### src/rtl/mmc1_pkg.sv
// Shared constants and FSM encoding for the MMC1 serial-load bus master.
package mmc1_pkg;

    localparam logic [1:0] REG_CONTROL = 2'b00;
    localparam logic [1:0] REG_CHR0    = 2'b01;
    localparam logic [1:0] REG_CHR1    = 2'b10;
    localparam logic [1:0] REG_PRG     = 2'b11;

    localparam int         SHIFT_LEN = 5;
    localparam logic [2:0] LAST_BIT  = 3'(SHIFT_LEN - 1);

    typedef enum logic [2:0] {
        ST_IDLE   = 3'd0,
        ST_RST_WR = 3'd1,
        ST_BIT_WR = 3'd2,
        ST_GAP    = 3'd3,
        ST_FIN    = 3'd4
    } state_e;

    function automatic logic is_write(input state_e s);
        return (s == ST_RST_WR) || (s == ST_BIT_WR);
    endfunction

endpackage

### src/rtl/mmc1_m2_phase_gen.sv
// Free-running bus-cycle phase counter: produces M2, the cycle boundary strobe
// and the nROMSEL window, all aligned so the consumer can register bus outputs.
module mmc1_m2_phase_gen #(
    parameter int M2_DIV     = 6,
    parameter int ROMSEL_DLY = 1
) (
    input  logic clk_i,
    input  logic rst_i,
    output logic m2_o,
    output logic cycle_start_o,
    output logic romsel_window_o
);

    localparam int             PERIOD    = 2 * M2_DIV;
    localparam int             PW        = $clog2(PERIOD);
    localparam logic [PW-1:0]  LAST      = PW'(PERIOD - 1);
    localparam logic [PW-1:0]  HI_START  = PW'(M2_DIV);
    localparam logic [PW-1:0]  WIN_START = PW'(M2_DIV + ROMSEL_DLY);

    logic [PW-1:0] phase_q, phase_d;
    logic          m2_q;

    always_comb begin
        phase_d = (phase_q == LAST) ? '0 : phase_q + PW'(1);
    end

    always_ff @(posedge clk_i or posedge rst_i) begin
        if (rst_i) begin
            phase_q <= '0;
            m2_q    <= 1'b0;
        end else begin
            phase_q <= phase_d;
            m2_q    <= (phase_d >= HI_START);
        end
    end

    // Both strobes look one phase ahead: they qualify the edge that enters
    // phase 0 / the window, so registered outputs line up with the phase.
    assign cycle_start_o   = (phase_q == LAST);
    assign romsel_window_o = (phase_d >= WIN_START);
    assign m2_o            = m2_q;

endmodule

### src/rtl/mmc1_serial_writer.sv
// Emulates 6502 write cycles to load one MMC1 register through its 5-bit
// serial port, optionally preceded by a shift-register reset write.
module mmc1_serial_writer
    import mmc1_pkg::*;
#(
    parameter int M2_DIV     = 6,
    parameter int ROMSEL_DLY = 1,
    parameter int GAP_CYCLES = 1
) (
    input  logic       CLK,
    input  logic       RST,
    input  logic       REQ_VALID,
    output logic       REQ_READY,
    input  logic [1:0] REQ_REG,
    input  logic [4:0] REQ_DATA,
    input  logic       REQ_RESET,
    output logic       BUSY,
    output logic       DONE,
    output logic       CPU_M2,
    output logic       CPU_A13,
    output logic       CPU_A14,
    output logic       nCPU_ROMSEL,
    output logic       nCPU_RW,
    output logic       CPU_D0,
    output logic       CPU_D7
);

    localparam int            GW       = (GAP_CYCLES > 1) ? $clog2(GAP_CYCLES) : 1;
    localparam logic [GW-1:0] GAP_LAST = GW'(GAP_CYCLES - 1);

    logic cycle_start, romsel_window, m2;

    mmc1_m2_phase_gen #(
        .M2_DIV     (M2_DIV),
        .ROMSEL_DLY (ROMSEL_DLY)
    ) u_phase (
        .clk_i           (CLK),
        .rst_i           (RST),
        .m2_o            (m2),
        .cycle_start_o   (cycle_start),
        .romsel_window_o (romsel_window)
    );

    state_e        state_q, state_d;
    logic [2:0]    bit_q, bit_d;
    logic [GW-1:0] gap_q, gap_d;
    logic          post_rst_q, post_rst_d;
    logic [4:0]    data_q, data_d;
    logic [1:0]    addr_q, addr_d;
    logic          wr_q, wr_d;
    logic          d0_q, d0_d;
    logic          d7_q, d7_d;
    logic          nrom_q, nrom_d;
    logic          rdy_q, busy_q, done_q;
    logic          accept;
    logic [4:0]    data_src;

    assign accept   = (state_q == ST_IDLE) && rdy_q && REQ_VALID;
    assign data_src = accept ? REQ_DATA : data_q;

    always_comb begin
        state_d    = state_q;
        bit_d      = bit_q;
        gap_d      = gap_q;
        post_rst_d = post_rst_q;

        unique case (state_q)
            ST_IDLE: begin
                if (accept) begin
                    state_d    = REQ_RESET ? ST_RST_WR : ST_BIT_WR;
                    bit_d      = '0;
                    gap_d      = '0;
                    post_rst_d = 1'b0;
                end
            end
            // wr_q marks that this state's bus cycle has actually run; a
            // mid-cycle acceptance waits here until the next phase 0.
            ST_RST_WR, ST_BIT_WR: begin
                if (cycle_start && wr_q) begin
                    state_d    = ST_GAP;
                    post_rst_d = (state_q == ST_RST_WR);
                end
            end
            ST_GAP: begin
                if (cycle_start) begin
                    if (gap_q == GAP_LAST) begin
                        gap_d = '0;
                        if (post_rst_q) begin
                            state_d    = ST_BIT_WR;
                            post_rst_d = 1'b0;
                        end else if (bit_q == LAST_BIT) begin
                            state_d = ST_FIN;
                        end else begin
                            state_d = ST_BIT_WR;
                            bit_d   = bit_q + 3'd1;
                        end
                    end else begin
                        gap_d = gap_q + GW'(1);
                    end
                end
            end
            ST_FIN:  state_d = ST_IDLE;
            default: state_d = ST_IDLE;
        endcase
    end

    always_comb begin
        wr_d   = wr_q;
        d0_d   = d0_q;
        d7_d   = d7_q;
        data_d = data_src;
        addr_d = accept ? REQ_REG : ((state_d == ST_IDLE) ? REG_CONTROL : addr_q);
        // Data and write strobe change only at bus cycle boundaries.
        if (cycle_start) begin
            wr_d = is_write(state_d);
            d7_d = (state_d == ST_RST_WR);
            d0_d = (state_d == ST_BIT_WR) && data_src[bit_d];
        end
        nrom_d = ~(wr_d & romsel_window);
    end

    always_ff @(posedge CLK or posedge RST) begin
        if (RST) begin
            state_q    <= ST_IDLE;
            bit_q      <= '0;
            gap_q      <= '0;
            post_rst_q <= 1'b0;
            data_q     <= '0;
            addr_q     <= REG_CONTROL;
            wr_q       <= 1'b0;
            d0_q       <= 1'b0;
            d7_q       <= 1'b0;
            nrom_q     <= 1'b1;
            rdy_q      <= 1'b0;
            busy_q     <= 1'b0;
            done_q     <= 1'b0;
        end else begin
            state_q    <= state_d;
            bit_q      <= bit_d;
            gap_q      <= gap_d;
            post_rst_q <= post_rst_d;
            data_q     <= data_d;
            addr_q     <= addr_d;
            wr_q       <= wr_d;
            d0_q       <= d0_d;
            d7_q       <= d7_d;
            nrom_q     <= nrom_d;
            rdy_q      <= (state_d == ST_IDLE);
            busy_q     <= (state_d != ST_IDLE);
            done_q     <= (state_d == ST_FIN);
        end
    end

    assign REQ_READY   = rdy_q;
    assign BUSY        = busy_q;
    assign DONE        = done_q;
    assign CPU_M2      = m2;
    assign CPU_A13     = addr_q[0];
    assign CPU_A14     = addr_q[1];
    assign nCPU_RW     = ~wr_q;
    assign nCPU_ROMSEL = nrom_q;
    assign CPU_D0      = d0_q;
    assign CPU_D7      = d7_q;

endmodule

### config.mk
export PLATFORM = sky130hd
export DESIGN_NAME = mmc1_serial_writer
export DESIGN_NICKNAME = d
export VERILOG_FILES = /design/src/rtl/mmc1_pkg.sv /design/src/rtl/mmc1_m2_phase_gen.sv /design/src/rtl/mmc1_serial_writer.sv
export SDC_FILE = /design/constraint.sdc
export NUM_CORES = 1
export LEC_CHECK = 0
export BUFFER_PORTS_ARGS = -buffer_cell sky130_fd_sc_hd__buf_2
export CAP_MARGIN = 0
export CELL_PAD_IN_SITES_DETAIL_PLACEMENT = 0
export CELL_PAD_IN_SITES_GLOBAL_PLACEMENT = 1
export CORE_ASPECT_RATIO = 1.75
export CORE_UTILIZATION = 46
export CTS_CLUSTER_SIZE = 24
export DETAILED_ROUTE_END_ITERATION = 6
export PLACE_DENSITY = 0.81
export RECOVER_POWER = 50
export SYNTH_ARGS = -nofsm -noshare
export SYNTH_HDL_FRONTEND = slang
export SYNTH_SLANG_ARGS = --single-unit
### constraint.sdc
create_clock -name CLK -period 5.4 [get_ports CLK]
set_input_delay 1.08 -clock CLK [delete_from_list [all_inputs] [get_ports CLK]]
set_output_delay 1.08 -clock CLK [all_outputs]
set_load 0.005 [all_outputs]
==> flow_summary.toml <==
[logic_synthesis]
synth_edf_count = 0
synth_top_area_frac = 0.4600
avgSynthCellArea_um2 = 10.46
syn_inst = 130
synthArstFlopShare = 1.000
synth_ff_type = "dfrtp_1"
synth_fp_nets = 146
synth_seq_cells = 26
synth_top_cell_by_area = "dfrtp_1"
synthTopCellsByArea = "dfrtp_1, ha_1, mux2_2, inv_1, nand2_1"
synth_cell_type_count = 46
yosysSeqAreaShare = 0.4793
yosys_warnings = 0
netlist_area_um2 = 1360

[timing]
clock-skew-final_ps = 2.884
fin_crit_ps = 2471
max_freq_ghz = 0.4046
fin_crit_sh = 0.4576
worst_pin_slew_ps = 953.2
slew_headroom = 0.3638
finalMaxSlewViolations = 0
setup_viol = 0
grt_setup_unrepaired = "false"
fin_ws_ps = 2929
final.setup.tns_ps = 0
hold_viol = 0

[final_layout]
fin_nets = 166
syn_to_final_growth_pct = 11.13
layout_commonest_cell = "dfrtp_1"
diodes = 0
drive_above_1_share = 0.2282
final_cell_mix = "dfrtp_1, buf_2, inv_1, nand2_1, nor2_1"

[status]
status = "complete, no violations"

[grt]
grt-ovfl-total = 0
antenna_found_initial = 0
grt_pass1_wl_um = 4471
grt.total_usage = 0.1863
grt_pass1_vias = 1041
grt_start_max_net_pins = 27

[clock_tree]
cts_num_sinks = 26
root_buffer = "clkbuf_8"
ctsHoldBuffers = 0
cts_buffers = 3
clockBufferDepth = 2
insertion_delay_ps = 270
clk_pin_slew_ps = 90
htree_levels = 1
cts_tree = "built"
postCtsSetupBuffers = 0
cts_resized = 0

[critical_path]
worstPathRequired_ps = 5570
max_stage_delay_ps = 360
path_cells = "clkbuf_1, and4bb_1, and2_4, mux2_4, nor3b_1, a32o_1, a21o_1"
setup.worst_path.start_class = "input pin"
worstSetupPathType = "input pin to flip-flop"
path_max_fanout = 7
worst_ep_arrival_time_ps = 2640
crit_slowest_cell = "and4bb_1"
end_kind = "flip-flop"

[floorplan]
start_util = 0.4941
dieArea_um2 = 3187
die_h_um = 73.93
core_area_um2 = 2753
num_rows = 25
ioPinCount = 21
dieWidth_um = 43.11

[power_and_ir_drop]
leakagePower_uw = 0.0007724
power.total_uw = 329.8
power.density_nw_per_um2 = 218.2
ir_worst_vdd_mv = 0.1640

[detailed_routing]
drt_first_iter_violations = 20
vias_per_cell = 5.699
drt-pass1-iter-count = 4
wl_per_cell_um = 14.81
wl_um = 2606
vias = 1003
post-route-drc-count = 0
antenna_left = 0

[place]
place_congestion = 0.7524
hpwl_um = 2046
portBuffers = 20
dp_slack_ps = 2745

[min_path]
hold_path_class = "flip-flop to flip-flop"

[flow_run]
max-cap-violations = 0
-- worst max-delay path: cells and delay by family --
kind / cells / cell delay (ps)
AOI/OAI and AO/OA: 2 / 400
buffers and inverters: 1 / 110
muxes: 1 / 310
and+or+nand+nor: 3 / 740
-- per-layer routing --
layer,GRT usage,vias to the layer above,wire length (um)
met4,0.09428,0,87
met1,0.2047,495,984
met2,0.3433,18,1467
met3,0.02184,9,66
li1,-,481,-
met5,0,-,0
-- sequential cells by signal (all words and copies together) (netlist names), 2 cells and up --
name and count:
addr_q 2, bit_q 3, data_q 5, state_q 3, u_phase.phase_q 4
-- path summary, 6_finish.rpt --
check                              startpoint      endpoint  depth (start not counted)  slack, ps
min in group asynchronous                 RST  u_phase.m2_o                          2       1010
max reg2reg                u_phase.phase_q[0]        CPU_D0                          7       3230
min                                    CPU_D7        CPU_D7                          2        470
max in group asynchronous                 RST     data_q[0]                          2       3810
max                                 REQ_VALID        CPU_D0                          7       2930
min reg2reg                            CPU_D7        CPU_D7                          2        470
-- cell families after synthesis --
kind of cell / share of synthesized area
AO/OA/AOI/OAI: 0.1223
XOR/XNOR: 0.01288
adder cells (fa/ha/maj): 0.05336
buffers and inverters: 0.05428
flip-flops: 0.4793
multiplexers: 0.08187
AND/OR/NAND/NOR: 0.1960
-- layout make-up --
type                            count  area [um2]
Tap cell                           27       33.78
Inverter                           11       41.29
Fill cell                         256        1241
Clock buffer                        4       55.05
Sequential cell                    26       651.9
Multi-Input combinational cell     88       630.6
Timing Repair Buffer               20       98.84
-- synthesized netlist by cell type (2+ instances only) --
cell / instances
dfrtp_1: 25
inv_1: 11
nand2_1: 11
nor2_1: 9
a21oi_1: 7
o21ai_0: 6
ha_1: 5
mux2_2: 4
mux2i_1: 4
nand2b_1: 4
a211oi_1: 2
a21o_1: 2
and2_1: 2
and4bb_4: 2
buf_2: 2
nand3_1: 2
nor3_1: 2
xnor2_1: 2
-- through the flow --
step	hold slack (ps)	std cells	cell area, um2	util
3_3_place_gp	448.7	172	1461	0.5309
5_1_grt	513.8	176	1511	0.5491
2_1_floorplan	453.9	130	1360	-
3_5_place_dp	458.1	172	1461	0.5309
4_1_cts	478.0	176	1516	0.5509
6_report	470.9	176	1511	0.5491
-- report_power, final --
part	internal [uW]	total (uW)	switching, uW
combinational	2.57	7.40	4.83
sequential	195	195	0
clock	65.3	128	62.6
Power figures use the tool's default switching activity.
